`config.mk`:
```
export PLATFORM = sky130hd
export DESIGN_NAME = seg7_scan_display
export DESIGN_NICKNAME = d
export VERILOG_FILES = /design/src/rtl/seg7_pkg.sv /design/src/rtl/seg7_decode.sv /design/src/rtl/seg7_scan_display.sv
export SDC_FILE = /design/constraint.sdc
export NUM_CORES = 1
export LEC_CHECK = 0
export ABC_AREA = 1
export BUFFER_PORTS_ARGS = -buffer_cell sky130_fd_sc_hd__buf_2
export CORE_MARGIN = 5
export CORE_UTILIZATION = 64
export DETAILED_ROUTE_END_ITERATION = 12
export PLACE_DENSITY_LB_ADDON = 0.15
export SLEW_MARGIN = 20
export SYNTH_ARGS = -nofsm -noshare
export SYNTH_HDL_FRONTEND = slang
export SYNTH_HIERARCHICAL = 1
export SYNTH_SLANG_ARGS = --single-unit
export TNS_END_PERCENT = 30
```
`constraint.sdc`:
```
create_clock -name clk -period 5.3 [get_ports clk]
set_input_delay 0.265 -clock clk [delete_from_list [all_inputs] [get_ports clk]]
set_output_delay 0.265 -clock clk [all_outputs]
set_load 0.1 [all_outputs]
```
`src/rtl/seg7_pkg.sv`:
```
// Shared types and constants for the 4-digit multiplexed seven-segment scanner.
// Segment patterns are {g,f,e,d,c,b,a}, active-low.
package seg7_pkg;

    typedef enum logic [2:0] {
        StOn0  = 3'd0,
        StGap0 = 3'd1,
        StOn1  = 3'd2,
        StGap1 = 3'd3,
        StOn2  = 3'd4,
        StGap2 = 3'd5,
        StOn3  = 3'd6,
        StGap3 = 3'd7
    } scan_state_e;

    localparam logic [6:0] SEG_0     = 7'b1000000;
    localparam logic [6:0] SEG_1     = 7'b1111001;
    localparam logic [6:0] SEG_2     = 7'b0100100;
    localparam logic [6:0] SEG_3     = 7'b0110000;
    localparam logic [6:0] SEG_4     = 7'b0011001;
    localparam logic [6:0] SEG_5     = 7'b0010010;
    localparam logic [6:0] SEG_6     = 7'b0000010;
    localparam logic [6:0] SEG_7     = 7'b1111000;
    localparam logic [6:0] SEG_8     = 7'b0000000;
    localparam logic [6:0] SEG_9     = 7'b0010000;
    localparam logic [6:0] SEG_A     = 7'b0001000;
    localparam logic [6:0] SEG_B     = 7'b0000011;
    localparam logic [6:0] SEG_C     = 7'b1000110;
    localparam logic [6:0] SEG_D     = 7'b0100001;
    localparam logic [6:0] SEG_E     = 7'b0000110;
    localparam logic [6:0] SEG_F     = 7'b0001110;
    localparam logic [6:0] SEG_UP    = 7'b1100011;
    localparam logic [6:0] SEG_DOWN  = 7'b0100001;
    localparam logic [6:0] SEG_BLANK = 7'b1111111;

    localparam logic [3:0] AN_OFF = 4'b1111;

    // Decoder codes beyond the hex range
    localparam logic [4:0] CODE_UP    = 5'd16;
    localparam logic [4:0] CODE_DOWN  = 5'd17;
    localparam logic [4:0] CODE_BLANK = 5'd31;

endpackage

```
`src/rtl/seg7_decode.sv`:
```
// Code to segment-pattern decoder: 0-15 hex, 16 'u', 17 'd', anything else blank.
module seg7_decode
    import seg7_pkg::*;
(
    input  logic [4:0] code,
    output logic [6:0] pattern
);

    always_comb begin
        pattern = SEG_BLANK;
        case (code)
            5'd0:      pattern = SEG_0;
            5'd1:      pattern = SEG_1;
            5'd2:      pattern = SEG_2;
            5'd3:      pattern = SEG_3;
            5'd4:      pattern = SEG_4;
            5'd5:      pattern = SEG_5;
            5'd6:      pattern = SEG_6;
            5'd7:      pattern = SEG_7;
            5'd8:      pattern = SEG_8;
            5'd9:      pattern = SEG_9;
            5'd10:     pattern = SEG_A;
            5'd11:     pattern = SEG_B;
            5'd12:     pattern = SEG_C;
            5'd13:     pattern = SEG_D;
            5'd14:     pattern = SEG_E;
            5'd15:     pattern = SEG_F;
            CODE_UP:   pattern = SEG_UP;
            CODE_DOWN: pattern = SEG_DOWN;
            default:   pattern = SEG_BLANK;
        endcase
    end

endmodule

```
`src/rtl/seg7_scan_display.sv`:
```
// Scans a 4-bit value onto a 4-digit common-anode display: tens, ones, hex, direction glyph.
// Define LEADING_ZERO_BLANK_EN to blank the tens digit for values below 10.
module seg7_scan_display
    import seg7_pkg::*;
#(
    parameter int unsigned REFRESH_DIV  = 100000,
    parameter int unsigned BLANK_CYCLES = 2000
) (
    input  logic       clk,
    input  logic       rst,
    input  logic [3:0] value,
    input  logic       value_valid,
    output logic [6:0] seg,
    output logic [3:0] an,
    output logic       frame_tick
);

    localparam int unsigned MAX_LEN = (REFRESH_DIV > BLANK_CYCLES) ? REFRESH_DIV : BLANK_CYCLES;
    localparam int unsigned CNT_W   = (MAX_LEN > 1) ? $clog2(MAX_LEN) : 1;
    localparam logic [CNT_W-1:0] ON_LAST  = CNT_W'(REFRESH_DIV - 1);
    localparam logic [CNT_W-1:0] GAP_LAST = CNT_W'((BLANK_CYCLES == 0) ? 0 : BLANK_CYCLES - 1);
    localparam scan_state_e FRAME_END = (BLANK_CYCLES == 0) ? StOn3 : StGap3;

    // state/cnt name the slot position whose outputs are loaded at the next edge
    scan_state_e      state;
    logic [CNT_W-1:0] cnt;
    logic [3:0]       shadow;
    logic [3:0]       disp;
    logic [4:0]       glyph;

    logic             is_gap;
    logic [1:0]       digit;
    logic             slot_last;
    logic             frame_last;
    logic [2:0]       state_step;
    scan_state_e      state_n;
    logic [3:0]       disp_d;
    logic [4:0]       glyph_d;
    logic             tens;
    logic [3:0]       ones;
    logic [4:0]       code;
    logic [6:0]       pattern;
    logic [3:0]       an_d;
    logic [6:0]       seg_d;

    always_comb begin
        is_gap     = state[0];
        digit      = state[2:1];
        slot_last  = is_gap ? (cnt == GAP_LAST) : (cnt == ON_LAST);
        frame_last = slot_last && (state == FRAME_END);
        state_step = (!is_gap && BLANK_CYCLES == 0) ? 3'd2 : 3'd1;
        state_n    = slot_last ? scan_state_e'(3'(state) + state_step) : state;
    end

    // frame_tick marks the boundary cycle; a strobe on it bypasses shadow
    always_comb begin
        disp_d  = disp;
        glyph_d = glyph;
        if (frame_tick) begin
            disp_d = value_valid ? value : shadow;
            if (disp_d > disp) begin
                glyph_d = CODE_UP;
            end else if (disp_d < disp) begin
                glyph_d = CODE_DOWN;
            end
        end
    end

    always_comb begin
        tens = (disp_d >= 4'd10);
        ones = tens ? (disp_d - 4'd10) : disp_d;
        code = CODE_BLANK;
        case (digit)
            2'd0: code = {1'b0, ones};
            2'd1: begin
                if (tens) begin
                    code = 5'd1;
                end else begin
`ifdef LEADING_ZERO_BLANK_EN
                    code = CODE_BLANK;
`else
                    code = 5'd0;
`endif
                end
            end
            2'd2: code = {1'b0, disp_d};
            default: code = glyph_d;
        endcase
    end

    seg7_decode u_decode (
        .code    (code),
        .pattern (pattern)
    );

    always_comb begin
        an_d  = is_gap ? AN_OFF : ~(4'b0001 << digit);
        seg_d = is_gap ? SEG_BLANK : pattern;
    end

    always_ff @(posedge clk) begin
        if (rst) begin
            state      <= StOn0;
            cnt        <= '0;
            an         <= AN_OFF;
            seg        <= SEG_BLANK;
            frame_tick <= 1'b0;
            shadow     <= 4'd0;
            disp       <= 4'd0;
            glyph      <= CODE_BLANK;
        end else begin
            state      <= state_n;
            cnt        <= slot_last ? '0 : cnt + CNT_W'(1);
            an         <= an_d;
            seg        <= seg_d;
            frame_tick <= frame_last;
            disp       <= disp_d;
            glyph      <= glyph_d;
            if (value_valid) begin
                shadow <= value;
            end
        end
    end

endmodule

```
==> Yosys cells after proc, flatten, opt, wreduce, memory -nomap -nowiden <==
Memory sizes are Yosys's and may differ from the RTL's. A register that Yosys moved wholly into a read port is not among the register bits.
Cells that the tools add are included.
{ "classes": {"addsub": 3, "order_cmp": 3, "eq_ne": 5, "shift": 1, "n_mux": 9, "n_bitwise": 1, "reduce_logical": 4} }
{ "op_table": {"columns": ["operator", "count"], "rows": [
  ["$add A17 B1 Y17 const B", 1],
  ["$eq A17 B11 Y1 const B", 1],
  ["$eq A17 B17 Y1 const B", 1],
  ["$mux W5", 3],
  ["$pmux W5 S3", 1],
  ["$mux W4", 3],
  ["$ge A4 B4 Y1 const B", 1],
  ["$gt A4 B4 Y1", 1],
  ["$lt A4 B4 Y1", 1],
  ["$not A4 Y4", 1],
  ["$reduce_or A2 Y1", 2],
  ["$shl A1 B2 Y4 const A", 1],
  ["$sub A4 B4 Y4 const B", 1],
  ["$add A3 B1 Y3 const B", 1],
  ["$eq A3 B3 Y1 const B", 1],
  ["$eq A2 B1 Y1 const B", 1],
  ["$eq A2 B2 Y1 const B", 1],
  ["$logic_not A2 Y1", 1],
  ["$mux W1", 2],
  ["$logic_and A1 B1 Y1", 1]
]} }
{ "word_totals": {"ff_bits": 38, "romBits": 224, "input_bits": 7, "memories": 1} }
{ "memory_table": {"columns": ["name", "depth", "word_bits", "read_ports", "rd_clocked_by_memory_dff", "write_ports", "line_no", "rtl"], "rows": [
  ["(no name shown)", 32, 7, 1, 1, 0, "seg7_decode.sv:11", "case (code)"]
]} }

==> Longest topological paths before layout <==
Gate-level depths: netlist (run 1).
{ "depth": {"ltp_word": 6, "depth_mapped": 21, "ltp_nobuf": 21} }

==> Cells and area by module <==
Netlist (run 1), hierarchy kept.
{ "by_module_without_submodules": {"columns": ["module", "n_inst", "cells_each", "area_each_um2"], "rows": [
  ["seg7_scan_display", 1, 302, 2082.0],
  ["seg7_decode", 1, 59, 336.6]
]} }

==> Least setup slack after synthesis (run 1) <==
No wires, ideal clock.
{ "synth_timing": {"path_type": "reg2reg", "start": "register frame_tick", "end": "register seg[3]", "setup_ps": 130, "arrival_time_ps": 2619, "required_time_ps": 5170, "slack_ps": 2552, "stages_incl_launch_ff": 16, "path_buffers": 0, "synth_period_minus_slack_ps": 2748, "path_cell_list": "dfxtp_1 > inv_1 > nor3b_1 > nand2_1 > nand2_1 > nand2_1 > o211ai_1 > inv_1 > ha_1 > inv_1 > nand2_1 > nand3_1 > nand3_1 > nand2_1 > inv_1 > nand2_1"} }
{ "synth_via": {"elab_chain_cells": 4, "word_cells_on_any_way": 7} }
{ "synth_lines": {"columns": ["item", "line_no", "rtl"], "rows": [
  ["start: declaration", "seg7_scan_display.sv:15", "output logic frame_tick"],
  ["start signal: assignment", "seg7_scan_display.sv:116", "frame_tick <= frame_last;"],
  ["$mux W4", "seg7_scan_display.sv:59", "if (frame_tick) begin"],
  ["$sub A4 B4 Y4 / $ge A4 B4 Y1 (equally long branches)", "seg7_scan_display.sv:71, seg7_scan_display.sv:70", null],
  ["$mux W4 / $mux W1 (equally long branches)", "seg7_scan_display.sv:71, seg7_scan_display.sv:76", null],
  ["$pmux W5 S3 (*)", "seg7_scan_display.sv:73", "case (digit)"],
  ["named net code[0]", "seg7_scan_display.sv:41", "logic [4:0] code;"],
  ["end: declaration", "seg7_scan_display.sv:13", "output logic [6:0] seg,"]
]} }
Mark *: on every way through the listed nets, which the timed path passes. The rest lies on a longest branch.
A chain may end at the register's enable or synchronous reset.

==> Worst setup path in the final report (run 1) <==
{ "layout_timing": {"start": "register shadow[0]", "end": "register seg[3]"} }
{ "layout_via": {"elab_chain_cells": 6, "word_cells_on_any_way": 12} }
{ "layout_lines": {"columns": ["item", "line_no", "rtl"], "rows": [
  ["start: declaration", "seg7_scan_display.sv:27", "logic [3:0] shadow;"],
  ["start signal: assignment", "seg7_scan_display.sv:120", "shadow <= value;"],
  ["$mux W4 (*)", null, null],
  ["$lt A4 B4 Y1", "seg7_scan_display.sv:63", "end else if (disp_d < disp) begin"],
  ["$mux W5", "seg7_scan_display.sv:63", null],
  ["$mux W5", "seg7_scan_display.sv:61", "if (disp_d > disp) begin"],
  ["$mux W5", "seg7_scan_display.sv:59", null],
  ["$pmux W5 S3 (*)", "seg7_scan_display.sv:73", null],
  ["named net code[0]", "seg7_scan_display.sv:41", null]
]} }
Marks and branches as above.

==> results.toml, run 1 <==
[outcome]
status = "finished clean"

[synthesis]
synthCells = 361
synth_area_per_cell_um2 = 6.700
yosysSeqAreaShare_pct = 37.25
yosysUniqueCellTypes = 28
synth_edf_count = 0
syn_nets = 383
ys_ff_latch = 45
ys.flop_type = "dfxtp_1"
yosysWarnings = 6
syn_area_um2 = 2419
async_flop_share_pct = 0

[pwr]
p_comb_share_pct = 7.0
switching_power_mw = 0.1561
pwr-share-clk_pct = 40.8
pwr-share-seq_pct = 52.2
switching_share_pct = 23.51
power.density_nw_per_um2 = 250.8
p_leak_nw = 1.260
max-vdd-ir-drop_v = 0.0001570
p_int_mw = 0.5078

[worst_setup_path]
worst_path_max_delay_cell = "ha_1"
cp-end-kind = "flop"
crit_top_cell = "nand2_1"
path_cells = "or2_2, o21ai_0, ha_1, nand2_1, o21ai_0, nand2_1, nand2_1, nand2_1, o211ai_1, inv_1, ha_1, inv_1, nand2_1, nand3_1, nand3_1, nand2_1, inv_1, nand2_1"
crit_type = "reg -> reg"
start_kind = "flop"
worstPathMaxFanout = 5
cp_num_buf_inv = 3
required_ns = 5.46
critical_path_arrival_ns = 2.89
slowest_delay_ns = 0.34
path_delay_family = "simple AND/OR/NAND/NOR gates"

[clocking]
cts_sinks = 45
postCtsHoldBufs = 0
clockBufferDepth = 2
numCtsBuffers = 5
ctsHtreeMaxLevel = 2
ctsRootBufferMaster = "clkbuf_8"
clk_pin_slew_worst_paths_ns = 0.09
postCtsSetupBuffers = 0
cts_tree = "built"
clock_latency_ns = 0.30
cts_resized = 0

[floorplanning]
coreArea_um2 = 3661
chipHeight_um = 71.48
row_count = 22
start_util_pct = 66.06
ios = 19
die_w_um = 71.48
die-area_um2 = 5109

[detailed_routing]
drt.antenna.violating_nets = 0
vias = 2166
wl_per_cell_um = 10.60
dr.pass1.iters = 4
drc = 0
drt-total-wl_mm = 4.557
drt_iter0_drc = 206
via_per_inst = 5.037

[sta]
finalHoldViolCount = 0
relSlewSlack_pct = 53.10
maxSlewViolCount = 0
rsz0062_at_grt = "no"
clock_skew_ns = 0.01098
finalSetupTns_ns = 0
timing.fmax_mhz = 367.0
period_share_pct = 51.41
worstMarginPinSlew_ns = 0.7009
finalCriticalPeriod_ns = 2.725
setup_viol = 0

[global_route]
met1_usage_pct = 23.12
grt_usage_pct = 19.67
grt_pass1_vias = 1976
use_met3_pct = 3.086
antenna_found_initial = 0
grt_max_degree = 18
grt_pass1_wl_mm = 8.231
use_met2_pct = 34.90
grt-busiest-layer = "met2"
overflow = 0

[placement]
gp_congestion = 0.9392
dpl.hpwl_mm = 3.407
port_buffers = 18
placedCellCount = 422

[finish]
fin_nets = 403
drive_gt1_share_pct = 10.21
final_util_pct = 72.32
syn_to_final_growth_pct = 9.467
instances_no_fill = 430
diodes = 0
fill_cells = 289

[min_path]
min_path_type = "in -> reg"

[job]
cap_violations = 0
## cell type report
| type | instances | area, um^2 | share of cell area, % |
|---|---|---|---|
| clock inverters | 2 | 37.54 | 1.418 |
| well taps | 48 | 60.06 | 2.268 |
| clock buffers | 6 | 82.58 | 3.119 |
| inverters | 48 | 182.7 | 6.900 |
| flip-flops and latches | 45 | 900.9 | 34.03 |
| repair buffers | 18 | 90.09 | 3.403 |
| multi-input cells | 263 | 1294 | 48.87 |
## tightest hold or removal path, delay by kind of cell
kind            cells  cell delay, ns
buf+inv             1            0.09
compound gates      1            0.07
simple gates        1            0.09
## flip-flops by register name, summed over array words and instances, names as in the netlist
register and flops:
shadow 4, glyph 5, an 4, seg 7, frame_tick 1, cnt 17, disp 4, state 3
## final timing paths
| path | startpoint | endpoint | slack (ns) | cells after the start |
|---|---|---|---|---|
| setup / recovery | shadow[0] | seg[3] | 2.58 | 18 |
| hold reg to reg | glyph[4] | glyph[4] | 0.44 | 2 |
| hold / removal | value[3] | shadow[3] | 0.26 | 3 |
| setup reg to reg | shadow[0] | seg[3] | 2.58 | 18 |
## Yosys cell counts (2+ instances only)
cell type / number / share of area (%)
nand4_1: 3 / 0.78
dfxtp_1: 45 / 37
o21ai_1: 2 / 0.41
inv_1: 44 / 6.8
nor3_1: 7 / 1.4
o21ai_0: 9 / 1.9
nand3b_1: 3 / 0.93
or2_2: 2 / 0.52
nand3_1: 33 / 6.8
buf_6: 3 / 1.4
nand2_2: 3 / 0.78
a21oi_1: 10 / 2.1
nor2_2: 2 / 0.52
nand3_2: 2 / 0.83
nand2_1: 113 / 18
nor2_1: 48 / 7.4
xor2_1: 5 / 1.8
ha_1: 15 / 7.8
clkbuf_1: 2 / 0.31
inv_2: 2 / 0.31
## placed cells by master, fill, tap and decap left out, drive strengths merged
master / n
nand2: 117
nor2: 50
inv: 47
dfxtp: 45
nand3: 35
buf: 18
ha: 15
o21ai: 11
a21oi: 10
nor3: 7
clkbuf: 6
xor2: 5
nand4: 3
nand3b: 3
or2: 2
and2: 1
o21bai: 1
nor3b: 1
o211ai: 1
clkinv: 1
a21boi: 1
clkinvlp: 1
bufinv: 1
## per-layer routing
| metal | wire, um | vias up | part of all wire [%] |
|---|---|---|---|
| met5 | 0 | - | 0 |
| met4 | 91 | 0 | 2.0 |
| met3 | 164 | 7 | 3.6 |
| met2 | 2232 | 34 | 49 |
| met1 | 2069 | 962 | 45 |
| li1 | - | 1163 | - |
## metrics by stage
step	worst slack (ns)	area, um^2	hold slack [ns]	power (mW)
global placement	2.591	2527	0.4149	0.4004
floorplan	2.552	2419	0.4064	0.3928
CTS	2.572	2648	0.2515	0.6707
global route	2.235	2648	0.2765	0.6891
finish	2.575	2648	0.2594	0.6639
detailed placement	2.462	2527	0.4202	0.4011
## power groups by stage
stage               registers (mW)  clock network (mW)  logic [mW]
global route                 0.347               0.291      0.0510
floorplan                    0.375                   0      0.0175
global placement             0.354                   0      0.0459
CTS                          0.346               0.277      0.0470
detailed placement           0.354                   0      0.0467
finish                       0.346               0.271      0.0468
## cell families after synthesis
group | share of synthesized area [%]
compound gates | 5.277
xor+xnor | 1.811
fa+ha+maj | 7.760
buf+inv | 9.260
flops | 37.25
simple gates | 38.64
No activity file was read; power rests on OpenSTA's default activity.
==> run 2: changes to the inputs <==
--- a/config.mk
+++ b/config.mk
@@ -8,7 +8,7 @@
 export ABC_AREA = 1
 export BUFFER_PORTS_ARGS = -buffer_cell sky130_fd_sc_hd__buf_2
 export CORE_MARGIN = 5
-export CORE_UTILIZATION = 64
+export CORE_UTILIZATION = 59
 export DETAILED_ROUTE_END_ITERATION = 12
 export PLACE_DENSITY_LB_ADDON = 0.15
 export SLEW_MARGIN = 20
==> constraint.sdc (replaced) <==
create_clock -name clk -period 2.6 [get_ports clk]
set_input_delay 0.13 -clock clk [delete_from_list [all_inputs] [get_ports clk]]
set_output_delay 0.13 -clock clk [all_outputs]
set_load 0.1 [all_outputs]
==> results.toml, run 2 (synthesis results as in run 1) <==
[sta]
setup_viol = 0
finalCriticalPeriod_ns = 2.414
holdWs_ns = 0.1078
worst_slack_ns = 0.1858
timing.fmax_mhz = 414.2
period_share_pct = 92.85
finalSetupTns_ns = 0
relSlewSlack_pct = 53.75
maxSlewViolCount = 0
clock_skew_ns = 0.009666
finalHoldViolCount = 0
worstMarginPinSlew_ns = 0.6912

[worst_setup_path]
worstPathMaxFanout = 5
required_ns = 2.76
cp-startpoint = "shadow[2]"
r2r_start = "shadow[2]"
crit_type = "reg -> reg"
path_cells = "nand2_1, and2_4, inv_1, ha_1, nand2_1, o21bai_1, nand2_2, nand2_2, inv_2, nand3_1, nand3_2, buf_4, ha_1, nand2_2, nand3_1, nand3_1, nand2_1, inv_1, nand2_1"
start_kind = "flop"
cp-end-kind = "flop"
critical_path_arrival_ns = 2.57
slowest_delay_ns = 0.30
worst_path_max_delay_cell = "dfxtp_1"
crit_top_cell = "nand2_1"

[outcome]
status = "finished clean"

[clocking]
clockBufferDepth = 2
ctsRootBufferMaster = "clkbuf_8"
cts_sinks = 45
clk_pin_slew_worst_paths_ns = 0.08
clock_latency_ns = 0.30
numCtsBuffers = 5
cts_tree = "built"
ctsHtreeMaxLevel = 2

[finish]
final_cell_mix = "111 x nand2_1, 48 x nor2_1, 44 x dfxtp_1"
drive_gt1_share_pct = 14.62
top_regs = "cnt: 17 flops, seg: 7 flops, glyph: 5 flops"
fin_nets = 411
diodes = 0
largest_reg_flops = 17
top_register = "cnt"
syn_to_final_growth_pct = 12.78
final_common_cell = "nand2_1"

[pwr]
max-vdd-ir-drop_v = 0.0003460
fin_total_pwr_mw = 1.222
p_leak_nw = 1.296
power.density_nw_per_um2 = 447.9

[global_route]
antenna_found_initial = 0
grt_pass1_vias = 2033
grt_usage_pct = 19.29
grt_max_degree = 18
grt_pass1_wl_mm = 8.431
overflow = 0

[floorplanning]
start_util_pct = 60.46
chipHeight_um = 74.03
coreArea_um2 = 4000
die_w_um = 74.03
die-area_um2 = 5480
ios = 19
row_count = 23

[detailed_routing]
wl_per_cell_um = 11.11
dr.pass1.iters = 6
vias = 2285
drt-total-wl_mm = 4.889
drt_iter0_drc = 206
drt.antenna.violating_nets = 0
via_per_inst = 5.193
drc = 0

[placement]
port_buffers = 18
gp_congestion = 0.9100
dpl.hpwl_mm = 3.466
place_ws_ns = 0.02191

[job]
cap_violations = 0

[min_path]
min_path_type = "in -> reg"
worstHoldStart = "value[0]"
==> run 2: cell count changes in the layout (fill, tap and decap cells not counted), moves of 2 or more <==
cell / delta
ha_2: +2
inv_2: +2
o21ai_0: -2
inv_1: -2
nand2_1: -2
buf_4: +7
nand2_2: +2
clkbuf_1: +3
ha_1: -3
==> run 2: path summary, 6_finish.rpt <==
| check | slack, ns | cells past startpoint | endpoint |
|---|---|---|---|
| max reg2reg | 0.19 | 19 | seg[3] |
| min | 0.11 | 3 | shadow[0] |
| max | 0.19 | 19 | seg[3] |
| min reg2reg | 0.45 | 2 | glyph[3] |
==> run 2: routing by layer <==
metal  share of wire [%]  GRT usage (%)
met1                  43          22.32
met2                  48          34.06
met3                 5.5          4.865
met4                 2.8          7.445
met5                   0              0
==> run 2: final cells by class <==
cell class / count / area (um^2)
multi-input cells: 263 / 1346
fillers: 373 / 1272
flip-flops and latches: 45 / 902.1
inverters: 48 / 182.7
repair buffers: 26 / 153.9
clock buffers: 8 / 80.08
well taps: 50 / 62.56
==> run 2: what timing repair did <==
item / 4_1_cts / 5_1_grt
setup buffers: 0 / 5
gates resized for setup: 1 / 16
pin swaps: 0 / 4
hold buffers: 0 / 0
setup endpoints to repair: 2 / 7
==> run 2: power by group <==
group	switching (mW)	internal (mW)	total [mW]
clock network	0.222	0.191	0.413
logic	0.0781	0.0242	0.102
registers	0.00458	0.702	0.706
total	0.305	0.917	1.22
==> run 2: worst max-delay path, delay by kind of cell (launching register included) <==
kind	cells	cell delay (ns)
buffers and inverters	4	0.30
and+or+nand+nor	12	1.05
adders and majority gates	2	0.48
AOI/OAI and AO/OA	1	0.13
DFF	1	0.30
==> run 2: through the flow <==
| step | instance area [um^2] | cells | utilization, % |
|---|---|---|---|
| 5_1_grt | 2728 | 440 | 68.19 |
| 6_report | 2728 | 440 | 68.19 |
| 2_1_floorplan | 2420 | 361 | - |
| 3_3_place_gp | 2554 | 427 | 63.84 |
| 3_5_place_dp | 2554 | 427 | 63.84 |
| 4_1_cts | 2634 | 435 | 65.84 |
